$ cat src/rtl/persiana_multicanal.sv
// Multi-channel blind controller: shared command port, per-channel motor FSM with
// motion timeout fault and reversal dead-time, paced by an internal tick prescaler.
module persiana_multicanal #(
  parameter int NUM_CH        = 2,
  parameter int NUM_LEVELS    = 3,
  parameter int DIV           = 50_000_000,
  parameter int TIMEOUT_TICKS = 20,
  parameter int DEAD_TICKS    = 2,
  localparam int CH_W = (NUM_CH > 1) ? $clog2(NUM_CH) : 1,
  localparam int LV_W = $clog2(NUM_LEVELS),
  localparam int PS_W = $clog2(DIV),
  localparam int MV_W = $clog2(TIMEOUT_TICKS + 1),
  localparam int DD_W = $clog2(DEAD_TICKS + 1)
) (
  input  logic                         clk,
  input  logic                         reseteo,
  input  logic                         cmd_valid,
  input  logic [CH_W-1:0]              cmd_ch,
  input  logic [1:0]                   cmd_op,
  input  logic [LV_W-1:0]              cmd_level,
  input  logic [1:0]                   luz,
  input  logic [NUM_CH*NUM_LEVELS-1:0] pos_sens,
  output logic                         cmd_ack,
  output logic                         cmd_err,
  output logic [NUM_CH-1:0]            subir,
  output logic [NUM_CH-1:0]            bajar,
  output logic [NUM_CH-1:0]            fault,
  output logic                         tick
);

  typedef enum logic [2:0] {ST_IDLE, ST_SUBIR, ST_BAJAR, ST_PAUSA, ST_FALLA} estado_t;

  logic [PS_W-1:0]        r_presc;
  logic                   r_tick;
  logic                   r_ack;
  logic                   r_err;
  logic                   w_ch_ok;
  logic                   w_lvl_ok;
  logic                   w_err;
  logic [(1<<CH_W)-1:0]   w_falla;
  logic [LV_W-1:0]        w_auto;

  always_ff @(posedge clk or posedge reseteo) begin
    if (reseteo) begin
      r_presc <= '0;
      r_tick  <= 1'b0;
    end else if (r_presc == PS_W'(DIV - 1)) begin
      r_presc <= '0;
      r_tick  <= 1'b1;
    end else begin
      r_presc <= r_presc + PS_W'(1);
      r_tick  <= 1'b0;
    end
  end

  assign w_ch_ok  = 32'(cmd_ch) < 32'(NUM_CH);
  assign w_lvl_ok = 32'(cmd_level) < 32'(NUM_LEVELS);
  // Go-to-level and auto are refused on a faulted channel; stop and clear are not.
  assign w_err    = !w_ch_ok || (cmd_op == 2'b00 && !w_lvl_ok) || (!cmd_op[1] && w_falla[cmd_ch]);
  assign w_auto   = LV_W'(((3 - int'(luz)) * (NUM_LEVELS - 1)) / 3);

  always_ff @(posedge clk or posedge reseteo) begin
    if (reseteo) begin
      r_ack <= 1'b0;
      r_err <= 1'b0;
    end else begin
      r_ack <= cmd_valid && !w_err;
      r_err <= cmd_valid && w_err;
    end
  end

  assign cmd_ack = r_ack;
  assign cmd_err = r_err;
  assign tick    = r_tick;

  genvar gi;
  for (gi = NUM_CH; gi < (1 << CH_W); gi++) begin : g_pad
    assign w_falla[gi] = 1'b0;
  end

  for (gi = 0; gi < NUM_CH; gi++) begin : g_ch
    logic [NUM_LEVELS-1:0] w_sens;
    estado_t               r_state, w_state_n;
    logic                  r_mode, w_mode_n;
    logic [LV_W-1:0]       r_tgt, w_tgt_n, r_pos, w_pos;
    logic [MV_W-1:0]       r_move, w_move_n;
    logic [DD_W-1:0]       r_dead, w_dead_n;
    logic                  r_sub, r_baj, r_flt;
    logic                  w_hit;

    assign w_sens = pos_sens[gi*NUM_LEVELS +: NUM_LEVELS];
    assign w_hit  = cmd_valid && !w_err && (cmd_ch == CH_W'(gi));

    // Lowest set sensor wins; no sensor lit means the blind sits between two.
    always_comb begin
      w_pos = r_pos;
      for (int i = NUM_LEVELS - 1; i >= 0; i--) begin
        if (w_sens[i]) w_pos = LV_W'(i);
      end
    end

    always_comb begin
      w_mode_n  = r_mode;
      w_tgt_n   = r_tgt;
      w_state_n = r_state;
      w_move_n  = r_move;
      w_dead_n  = r_dead;
      if (w_hit) begin
        case (cmd_op)
          2'b00:   begin w_tgt_n = cmd_level; w_mode_n = 1'b0; end
          2'b01:   w_mode_n = 1'b1;
          2'b10:   begin w_tgt_n = w_pos; w_mode_n = 1'b0; end
          default: ;
        endcase
      end
      if (r_tick && w_mode_n) w_tgt_n = w_auto;

      if (w_hit && cmd_op == 2'b10 && (r_state == ST_SUBIR || r_state == ST_BAJAR)) begin
        w_state_n = ST_PAUSA;
        w_dead_n  = '0;
      end else if (w_hit && cmd_op == 2'b11 && r_state == ST_FALLA) begin
        w_state_n = ST_IDLE;
      end else if (r_tick) begin
        case (r_state)
          ST_IDLE: begin
            if (w_pos < w_tgt_n) begin
              w_state_n = ST_SUBIR;
              w_move_n  = '0;
            end else if (w_pos > w_tgt_n) begin
              w_state_n = ST_BAJAR;
              w_move_n  = '0;
            end
          end
          ST_SUBIR, ST_BAJAR: begin
            // A target on the far side means a reversal, which must pass through the dead-time.
            if ((r_state == ST_SUBIR) ? (w_tgt_n < w_pos) : (w_tgt_n > w_pos)) begin
              w_state_n = ST_PAUSA;
              w_dead_n  = '0;
            end else if (w_pos == w_tgt_n) begin
              w_state_n = ST_IDLE;
            end else if (r_move == MV_W'(TIMEOUT_TICKS - 1)) begin
              w_state_n = ST_FALLA;
            end else begin
              w_move_n = r_move + MV_W'(1);
            end
          end
          ST_PAUSA: begin
            if (r_dead == DD_W'(DEAD_TICKS - 1)) w_state_n = ST_IDLE;
            else w_dead_n = r_dead + DD_W'(1);
          end
          ST_FALLA: ;
          default:  w_state_n = ST_IDLE;
        endcase
      end
    end

    always_ff @(posedge clk or posedge reseteo) begin
      if (reseteo) begin
        r_state <= ST_IDLE;
        r_mode  <= 1'b0;
        r_tgt   <= '0;
        r_pos   <= '0;
        r_move  <= '0;
        r_dead  <= '0;
        r_sub   <= 1'b0;
        r_baj   <= 1'b0;
        r_flt   <= 1'b0;
      end else begin
        r_state <= w_state_n;
        r_mode  <= w_mode_n;
        r_tgt   <= w_tgt_n;
        r_pos   <= w_pos;
        r_move  <= w_move_n;
        r_dead  <= w_dead_n;
        r_sub   <= (w_state_n == ST_SUBIR);
        r_baj   <= (w_state_n == ST_BAJAR);
        r_flt   <= (w_state_n == ST_FALLA);
      end
    end

    assign subir[gi]   = r_sub;
    assign bajar[gi]   = r_baj;
    assign fault[gi]   = r_flt;
    assign w_falla[gi] = (r_state == ST_FALLA);
  end

endmodule

$ cat config.mk
export PLATFORM = sky130hd
export DESIGN_NAME = persiana_multicanal
export DESIGN_NICKNAME = d
export VERILOG_FILES = /design/src/rtl/persiana_multicanal.sv
export SDC_FILE = /design/constraint.sdc
export NUM_CORES = 1
export LEC_CHECK = 0
export CORE_ASPECT_RATIO = 2
export CORE_MARGIN = 3
export CORE_UTILIZATION = 55
export DETAILED_ROUTE_END_ITERATION = 10
export GPL_TIMING_DRIVEN = 0
export PLACE_DENSITY = 0.75
export SETUP_SLACK_MARGIN = 0.3
export SLEW_MARGIN = 20
export SYNTH_ARGS = -nofsm -noshare
export SYNTH_HDL_FRONTEND = slang
export SYNTH_SLANG_ARGS = --single-unit
$ cat constraint.sdc
create_clock -name clk -period 3.7 [get_ports clk]
set_clock_uncertainty 0.05 [all_clocks]
set_input_delay 0.37 -clock clk [delete_from_list [all_inputs] [get_ports clk]]
set_output_delay 0.37 -clock clk [all_outputs]
set_load 0.005 [all_outputs]
Word level (Yosys, flattened, before mapping)
Index checks and enable logic that the tools add are counted.
{ "totals": {"wordCells": 186, "reg_bits": 65, "out_inout_bits": 9, "input_bits": 16} }
{ "classes": {"n_mux": 66, "add_sub_neg": 6, "n_eq_ne": 38, "n_reduce_logical": 38, "div_mod_pow": 1, "n_lt_le_gt_ge": 10, "bitwise": 5} }
{ "op_table": {"columns": ["cell", "count"], "rows": [
  ["3-bit 2-to-1 mux", 18],
  ["5-bit 2-to-1 mux", 10],
  ["2-bit 2-to-1 mux", 20],
  ["32-bit by 3-bit divider with 32-bit output (second input constant)", 1],
  ["26-bit by 1-bit adder with 26-bit output (second input constant)", 1],
  ["26-bit == test (second input constant)", 1],
  ["26-bit 2-to-1 mux", 1],
  ["3-bit one-hot mux with 4 select lines", 2],
  ["5-bit one-hot mux with 2 select lines", 2],
  ["3-bit by 2-bit == test with 1-bit output (second input constant)", 6],
  ["3-bit inequality test (second input constant)", 6],
  ["1-bit logical AND", 16],
  ["2-bit inequality test (second input constant)", 8],
  ["2-bit one-hot mux with 2 select lines", 4],
  ["8-bit AND reduction", 2],
  ["3-bit by 1-bit == test with 1-bit output (second input constant)", 4],
  ["3-bit == test (second input constant)", 4],
  ["5-bit by 1-bit adder with 5-bit output (second input constant)", 2],
  ["5-bit == test (second input constant)", 2],
  ["5-bit AND reduction", 2],
  ["2-bit greater-than comparator", 4],
  ["2-bit < comparator", 4],
  ["2-bit nonzero test", 4],
  ["1-bit 2-to-1 mux", 7],
  ["other kinds (15)", 33]
]} }

Depth between registers and ports, before layout
Gate-level depths: netlist (run 1).
{ "logic_depth": {"ltp_word": 19, "ltp_mapped": 12, "depth_no_buf": 11} }

Worst setup path after synthesis (run 1)
OpenSTA, ideal clock, no wires.
{ "synth_path": {"kind": "register to register", "start": "register g_ch[1].r_state[0]", "end": "register g_ch[1].r_dead[0]", "arrival_time_ps": 3219, "slack_ps": 306, "t_required_ps": 3525, "synth_period_minus_slack_ps": 3394, "path_buffers": 1, "setup_time_ps": 125, "stages_incl_launch_ff": 13, "cell_sequence": "dfrtp_1 > buf_2 > or3b_2 > mux2i_1 > o21ai_0 > nand2_1 > mux2_2 > ha_1 > nor2b_1 > o21ai_0 > nor3b_1 > nor4_1 > mux2_2"} }
{ "synth_via": {"elab_chain_cells": 15, "elab_cells_between_ends": 34, "cone_classes": "2 x order compare; 7 x eq/ne; 10 x mux; 15 x reduce/logical"} }
{ "synth_rtl": {"columns": ["item", "line", "rtl"], "rows": [
  ["from (decl)", "83", "estado_t r_state, w_state_n;"],
  ["from (signal assigned)", "169", "r_state <= w_state_n;"],
  ["3-bit == test *", "184", "assign w_falla[gi] = (r_state == ST_FALLA);"],
  ["1-bit 2-to-1 mux (implied by the code) * (2 in series)", "59", "assign w_err = !w_ch_ok || (cmd_op == 2'b00 && !w_lvl_ok) || (!cmd_op[1] && w_falla[cmd_ch]);"],
  ["1-bit logical AND *", "59", null],
  ["1-bit logical OR *", "59", null],
  ["1-bit zero test *", "92", "assign w_hit = cmd_valid && !w_err && (cmd_ch == CH_W'(gi));"],
  ["1-bit logical AND * (2 in series)", "92", null],
  ["1-bit 2-to-1 mux *", "108", "if (w_hit) begin"],
  ["net g_ch[1].w_mode_n", "84", "logic r_mode, w_mode_n;"],
  ["1-bit logical AND *", "116", "if (r_tick && w_mode_n) w_tgt_n = w_auto;"],
  ["2-bit 2-to-1 mux *", "116", null],
  ["2-bit greater-than comparator or 2-bit < comparator (tied branches)", "136", "if ((r_state == ST_SUBIR) ? (w_tgt_n < w_pos) : (w_tgt_n > w_pos)) begin"],
  ["1-bit 2-to-1 mux *", "136", null],
  ["3-bit inequality test (no source line) *", null, null],
  ["5-bit AND reduction (no source line) *", null, null],
  ["to (signal assigned)", "174", "r_dead <= w_dead_n;"],
  ["to (decl)", "87", "logic [DD_W-1:0] r_dead, w_dead_n;"]
]} }
Mark *: on every way through the listed nets, which the timed path passes. The rest lies on a longest branch. The select of a mux whose other input is x is not followed.
A chain may end at the register's enable or synchronous reset.

Worst setup path in the final report (run 1)
{ "layout_path": {"start": "register g_ch[1].r_state[1]", "end": "register g_ch[1].r_move[3]"} }
{ "layout_via": {"elab_chain_cells": 15, "elab_cells_between_ends": 37, "cone_classes": "4 x order compare; 8 x eq/ne; 8 x mux; 2 x bitwise; 15 x reduce/logical"} }
{ "layout_rtl": {"columns": ["item", "line", "rtl"], "rows": [
  ["3-bit == test *", "184", null],
  ["1-bit 2-to-1 mux (implied by the code) * (2 in series)", "59", null],
  ["1-bit logical AND *", "59", null],
  ["1-bit logical OR *", "59", null],
  ["1-bit zero test *", "92", null],
  ["1-bit logical AND * (2 in series)", "92", null],
  ["1-bit 2-to-1 mux *", "108", null],
  ["net g_ch[1].w_mode_n", "84", null],
  ["1-bit logical AND *", "116", null],
  ["2-bit 2-to-1 mux *", "116", null],
  ["net g_ch[1].w_tgt_n[1]", "85", "logic [LV_W-1:0] r_tgt, w_tgt_n, r_pos, w_pos;"],
  ["2-bit greater-than comparator or 2-bit < comparator (tied branches)", "136", null],
  ["1-bit 2-to-1 mux", "136", null],
  ["2-bit inequality test (no source line)", null, null],
  ["8-bit AND reduction (no source line)", null, null],
  ["to (signal assigned)", "173", "r_move <= w_move_n;"],
  ["to (decl)", "86", "logic [MV_W-1:0] r_move, w_move_n;"]
]} }
Marks and branches as above.

==> impl_metrics.tcl, run 1 <==
set metrics [dict create \
    status "completed" \
    drc 0 \
    insertion_delay_ns 0.33 \
    gp_congestion 0.914 \
    die_width_um 65.2 \
    end_kind "register" \
    start_util_pct 57.4 \
    rrSetupSlack_ns 0.35 \
    dp_cells 515 \
    cts_tree "done" \
    cts_buffer_depth 2 \
    crit_required_ns 3.87 \
    ant_nets 0 \
    ir_drop_mv 0.344 \
    syn-num-nets 428 \
    ys.flop_type "dfrtp_1" \
    tightest_slew_ns 0.794 \
    ys_types 70 \
    maxCapViolCount 0 \
    yosys.area.top_type "dfrtp_1" \
    rsz0062_at_grt "false" \
    internal-power_mw 1.55 \
    switching_share_pct 28.6 \
    antenna_found_initial 0 \
    root_buffer "clkbuf_16" \
    grtUsageTotal_pct 24.8 \
    synth.area.top_cells "dfrtp_1, nor2_1, mux2i_1, xor2_1, ha_1" \
    final_nets 483 \
    setup_viol 0 \
    fillers 519 \
    powerDensity_nw_per_um2 444 \
    cts.htree.levels 3 \
    synth_edf_count 0 \
    yosys_warnings 0 \
    synth_most_common_cell "dfrtp_1" \
    vias 3357 \
    worstPathMaxFanout 5 \
    core-area_um2 6730 \
    areaGrowthSynthToFinish_pct 26.7 \
    finalNonFillerCells 551 \
    wl_per_cell_um 17.8 \
    antenna_cells 0 \
    hp-class "in -> async" \
    finalHoldViolations 0 \
    slowest_delay_ns 0.42 \
    cpMaxStageDelayCell "or3b_4" \
    drt_iter0_drc 205 \
    syn_inst 403 \
    wl_met3_um 333 \
    avgSynthCellArea_um2 9.57 \
    wl_um 9820 \
    async_flop_share_pct 100 \
    critPathKind "reg -> reg" \
    numCtsBuffers 9 \
    wl_met1_um 3500 \
    crit_buf_inv 3 \
    fmax_mhz 298 \
    synth_seq_cells 65 \
    avgViaCountPerCell 6.09 \
    fin_area_um2 4890 \
    slew_headroom_pct 46.7 \
    dieArea_um2 8120 \
    ys_top_cells_by_count "dfrtp_1, nor2_1, nand2_1" \
    row_count 42 \
    dr.pass1.iters 5 \
    combPwrFrac_pct 22.7 \
    share_seq_of_total_power_pct 35.6 \
    cts.clk_slew.worst_paths_ns 0.06 \
    p_switching_mw 0.622 \
    holdWs_ns 0.326 \
    path_cells "buf_6, or3b_4, mux2i_2, o21ai_2, nand2_2, mux2i_4, ha_4, buf_4, nand2_4, o21ai_1, a311o_1, buf_4, a21o_1, a22o_1" \
    regArea_um2 1630 \
    slew_violations 0 \
    synthAdderAreaFrac_pct 2.92 \
    top_layer "met4" \
    io_pins 25 \
    placed_area_um2 4220 \
    muxShareOfSynthArea_pct 4.83 \
    critPathMostFrequentCell "buf_4" \
    clkPwrFrac_pct 41.6 \
    synth_compound_area_share_pct 14.9 \
    startpoint_type "register" \
    seq_area_frac_synth_pct 42.2 \
    r2r-end "g_ch[1].r_move[3]$_DFFE_PP0P_" \
    dp_hpwl_um 6840 \
    synth_area_um2 3860 \
    synth-simple-area-share_pct 25.1 \
    clock-sinks 65 \
    grt_overflow 0 \
    rr_worst_depth 14 \
    fin_crit_ns 3.35 \
    grt_max_degree 36 \
    grt_pass1_wl_um 15700 \
    crit_family "compound AO/OA/AOI/OAI gates" \
    multi_input_area_um2 2240 \
    grt_pass1_vias 3387 \
    yosys.area.top_type_share_pct 42.2 \
    finalCritPeriodShare_pct 90.7 \
    tns_ns 0 \
    drive_gt1_share_pct 22.2 \
    cp.arrival_ns 3.52 \
    die_h_um 124 \
    wl_met2_um 5540 \
    r2r_start "g_ch[1].r_state[1]$_DFF_PP0_" \
    io_buffers 23 \
    power_leakage_nw 2.19 \
    synth_xor_area_share_pct 5.45 \
    synth_top_family_by_area "simple AND/OR/NAND/NOR gates" \
]
## registers in the layout, summed over array words and instances, names as in the netlist
| register | flops |
|---|---|
| g_ch.r_sub | 2 |
| g_ch.r_tgt | 4 |
| g_ch.r_move | 10 |
| g_ch.r_state | 6 |
| r_presc | 26 |
| cmd_err | 1 |
| cmd_ack | 1 |
| g_ch.r_baj | 2 |
| tick | 1 |
| g_ch.r_mode | 2 |
| g_ch.r_flt | 2 |
| g_ch.r_pos | 4 |
| g_ch.r_dead | 4 |
## cell usage in the layout, fill, tap and decap left out, types with 12 or more instances in the layout
cell and n:
nand3_1 14, dfrtp_1 64, a21o_1 12, nor3_1 17
xor2_1 14, nor2_1 36, nand2_1 25, clkdlybuf4s50_1 20
inv_1 20, buf_4 26
## per-stage QoR
| step | power, mW | util, % | setup slack [ns] |
|---|---|---|---|
| 2_1_floorplan | 1.04 | - | 0.306 |
| 3_3_place_gp | 1.15 | 62.4 | -0.270 |
| 3_5_place_dp | 1.16 | 62.8 | -0.386 |
| 4_1_cts | 2.09 | 69.2 | 0.308 |
| 5_1_grt | 2.27 | 72.7 | 0.251 |
| 6_report | 2.17 | 72.7 | 0.346 |
## worst reg2reg max path: cells and delay by family, from the launching register on
family / cells / cell delay (ns)
buffers and inverters: 3 / 0.43
flip-flops: 1 / 0.39
AO/OA/AOI/OAI: 5 / 0.97
AND/OR/NAND/NOR: 3 / 0.64
adder cells (fa/ha/maj): 1 / 0.24
multiplexers: 2 / 0.52
## power by group through the flow
stage                     Combinational (mW)  Clock, mW  Sequential [mW]
after detailed placement               0.376          0            0.784
after CTS                              0.403      0.919            0.772
final                                  0.493      0.904            0.774
after floorplan                        0.269          0            0.776
after global routing                   0.536      0.960            0.777
after global placement                 0.365          0            0.782
## worst max-delay path by stage
stage | startpoint | end | slack [ns] | cells after the start
CTS | cmd_op[1] | g_ch[1].r_baj$_DFF_PP0_ | 0.31 | 12
global placement | cmd_valid | g_ch[1].r_dead[1]$_DFFE_PP0P_ | -0.27 | 12
floorplan | g_ch[1].r_state[0]$_DFF_PP0_ | g_ch[1].r_dead[0]$_DFFE_PP0P_ | 0.31 | 12
global route | g_ch[1].r_state[1]$_DFF_PP0_ | g_ch[1].r_dead[0]$_DFFE_PP0P_ | 0.25 | 12
detailed placement | cmd_valid | g_ch[1].r_dead[0]$_DFFE_PP0P_ | -0.39 | 12
finish | g_ch[1].r_state[1]$_DFF_PP0_ | g_ch[1].r_move[3]$_DFFE_PP0P_ | 0.35 | 14
## cells by family (layout without fill, tap and decap cells)
kind of cell / count (synthesis) / count (layout)
AO/OA/AOI/OAI: 78 / 78
XOR/XNOR: 24 / 24
adder cells (fa/ha/maj): 9 / 9
buffers and inverters: 39 / 99
flip-flops: 65 / 65
multiplexers: 18 / 18
AND/OR/NAND/NOR: 170 / 170
## layout make-up
type | instances | area share, %
clock buffers | 9 | 4.61
inverters | 22 | 1.74
plain buffers | 17 | 2.23
clock inverters | 7 | 1.92
flip-flops and latches | 65 | 33.3
repair buffers | 44 | 8.19
well taps | 88 | 2.25
multi-input cells | 299 | 45.8
## timing repair
action,4_1_cts,5_1_grt
gates resized for setup,23,30
buffers inserted,6,14
hold buffers,0,0
pin swaps,4,12
endpoints found under the setup margin,22,21
## routing by layer
metal  vias up  GRT usage [%]
li1       1576              -
met1      1639           24.5
met2       105           45.2
met3        37           5.32
met4         0           14.1
met5         -              0
Note: power is estimated with default switching activity, not from simulation.
==> run 2, diff against run 1 <==
--- a/config.mk
+++ b/config.mk
@@ -9,9 +9,9 @@
 export CORE_MARGIN = 3
 export CORE_UTILIZATION = 55
 export DETAILED_ROUTE_END_ITERATION = 10
-export GPL_TIMING_DRIVEN = 0
 export PLACE_DENSITY = 0.75
 export SETUP_SLACK_MARGIN = 0.3
+export SKIP_CTS_REPAIR_TIMING = 1
 export SLEW_MARGIN = 20
 export SYNTH_ARGS = -nofsm -noshare
 export SYNTH_HDL_FRONTEND = slang
==> run 2 against run 1 <==
  * Core utilization is 0.71 points lower
  * First-iteration DRC count grew 2.0%
  * Flip-flop and latch count did not move
  * Critical path depth decreased by 3
  * Worst hold slack gained 0.10 ns
  * Cell count is 0.36% higher
  * Global-route usage decreased by 0.16 points
  * Sequential power down 1%
  * Register-to-register slack barely moved
  * Count of clock-buffer cells in the layout did not move
  * Die area unchanged
  * Sequential share of layout area is 0.30 points higher
  * Largest cell class unchanged
  * Highest routed layer unchanged
==> impl_metrics.tcl, run 2 (same netlist as run 1, synthesis figures left out) <==
set metrics [dict create \
    dieArea_um2 8120 \
    io_pins 25 \
    crit_required_ns 3.89 \
    pre_cts_ws_ns -0.250 \
    fin_util_pct 72.0 \
    p_switching_mw 0.609 \
    share_seq_of_total_power_pct 36.6 \
    tightest_slew_ns 0.817 \
    slew_violations 0 \
    holdPathStages 1 \
    grt_max_degree 39 \
    dp_hpwl_um 6680 \
    gp_congestion 0.963 \
    cts_buffer_depth 2 \
    rsz0062_at_grt "false" \
    powerDensity_nw_per_um2 432 \
    grt_overflow 0 \
    cts_tree "done" \
    finalCritPeriodShare_pct 90.4 \
    rr_worst_depth 11 \
    fmax_mhz 299 \
    largest_reg_flops 26 \
    power_leakage_nw 2.20 \
    cts.clk_slew.worst_paths_ns 0.06 \
    core-area_um2 6730 \
    fin_crit_ns 3.34 \
    ant_nets 0 \
    crit_start "g_ch[1].r_state[0]$_DFF_PP0_" \
    r2r_start "g_ch[1].r_state[0]$_DFF_PP0_" \
    critPathKind "reg -> reg" \
    status "completed" \
    root_buffer "clkbuf_16" \
    final_common_cell "dfrtp_1" \
    antenna_found_initial 0 \
    r2r-end "g_ch[1].r_baj$_DFF_PP0_" \
    startpoint_type "register" \
    hp-class "reg -> reg" \
    row_count 42 \
    reg_top3 "r_presc: 26 flops, g_ch.r_move: 10 flops, g_ch.r_state: 6 flops" \
    clock-sinks 65 \
    finalHoldViolations 0 \
    die_h_um 124 \
    switching_share_pct 29.2 \
    die_width_um 65.2 \
    combPwrFrac_pct 22.4 \
    holdWs_ns 0.426 \
    dr.pass1.iters 4 \
    insertion_delay_ns 0.34 \
    drc 0 \
    top_register "r_presc" \
    grt_pass1_vias 3472 \
    worstPathMaxFanout 5 \
    drive_gt1_share_pct 22.2 \
    maxCapViolCount 0 \
    cts.htree.levels 3 \
    internal-power_mw 1.48 \
    slew_headroom_pct 45.4 \
    ir_drop_mv 0.339 \
    avgViaCountPerCell 5.91 \
    end_kind "register" \
    rrSetupSlack_ns 0.36 \
    grt_pass1_wl_um 15500 \
    drt_iter0_drc 209 \
    areaGrowthSynthToFinish_pct 25.5 \
    cp.arrival_ns 3.54 \
    final_nets 485 \
    setup_viol 0 \
    layout_common_cells "dfrtp_1, buf_4, nor2_1, nand2_1, clkdlybuf4s50_1" \
    numCtsBuffers 9 \
    grtUsageTotal_pct 24.6 \
    setup_ws_ns 0.356 \
    wl_per_cell_um 16.8 \
    wl_um 9310 \
    clkPwrFrac_pct 41.0 \
    vias 3269 \
    hold_path.startpoint "r_presc[0]$_DFF_PP0_" \
    start_util_pct 57.4 \
    antenna_cells 0 \
    hold_end "r_presc[0]$_DFF_PP0_" \
    io_buffers 24 \
]
run 2: cell count changes in the layout (fill, tap and decap cells not counted), sizes merged, moves of 2 or more:
cell,delta
buf,+8
clkbuf,-7
clkdlybuf4s50,+4
dlygate4sd2,-2
run 2: critical path, stage by stage, from the launching register on:
cell and delay [ns]:
dfrtp_1 0.39, or3b_4 0.44, mux2i_1 0.21, o21ai_2 0.09
nand2_2 0.12, mux2i_1 0.24, ha_1 0.28, nor2b_4 0.15
or3_4 0.38, a311o_1 0.38, o21ai_2 0.24, nor3b_2 0.28
run 2: worst max-delay path by stage:
stage / endpoint / slack, ns / depth (start not counted)
after floorplan: g_ch[1].r_dead[0]$_DFFE_PP0P_ / 0.31 / 12
after global placement: g_ch[1].r_sub$_DFF_PP0_ / -0.23 / 15
after detailed placement: g_ch[1].r_sub$_DFF_PP0_ / -0.25 / 14
after CTS: g_ch[1].r_sub$_DFF_PP0_ / -0.05 / 13
after global routing: g_ch[0].r_sub$_DFF_PP0_ / 0.25 / 11
final: g_ch[1].r_baj$_DFF_PP0_ / 0.36 / 11
run 2: per-layer routing:
metal | vias up | GRT usage, % | share of wire [%]
met2 | 55 | 44.1 | 56
met3 | 34 | 6.05 | 2.7
met4 | 0 | 13.6 | 4.5
met5 | - | 0 | 0
li1 | 1581 | - | -
met1 | 1599 | 24.9 | 37
run 2: per-stage QoR:
stage	area (µm²)	power (mW)	cells	setup TNS [ns]
finish	4840	2.09	553	0
global route	4840	2.18	553	0
CTS	4680	2.04	550	-0.0504
detailed placement	4380	1.19	534	-0.510
global placement	4380	1.18	534	-0.256
floorplan	3860	1.04	403	0
run 2: layout make-up:
type	count	area [µm²]
Multi-Input combinational cell	299	2190
Inverter	22	82.6
Fill cell	527	1880
Timing Repair Buffer	63	533
Clock buffer	9	225
Clock inverter	7	77.6
Sequential cell	65	1630
Tap cell	88	110
run 2: power groups by stage:
stage          logic [mW]  registers (mW)  clock network (mW)
6_report            0.469           0.764               0.856
2_1_floorplan       0.269           0.776                   0
3_3_place_gp        0.404           0.775                   0
5_1_grt             0.519           0.770               0.895
3_5_place_dp        0.412           0.776                   0
4_1_cts             0.414           0.764               0.867
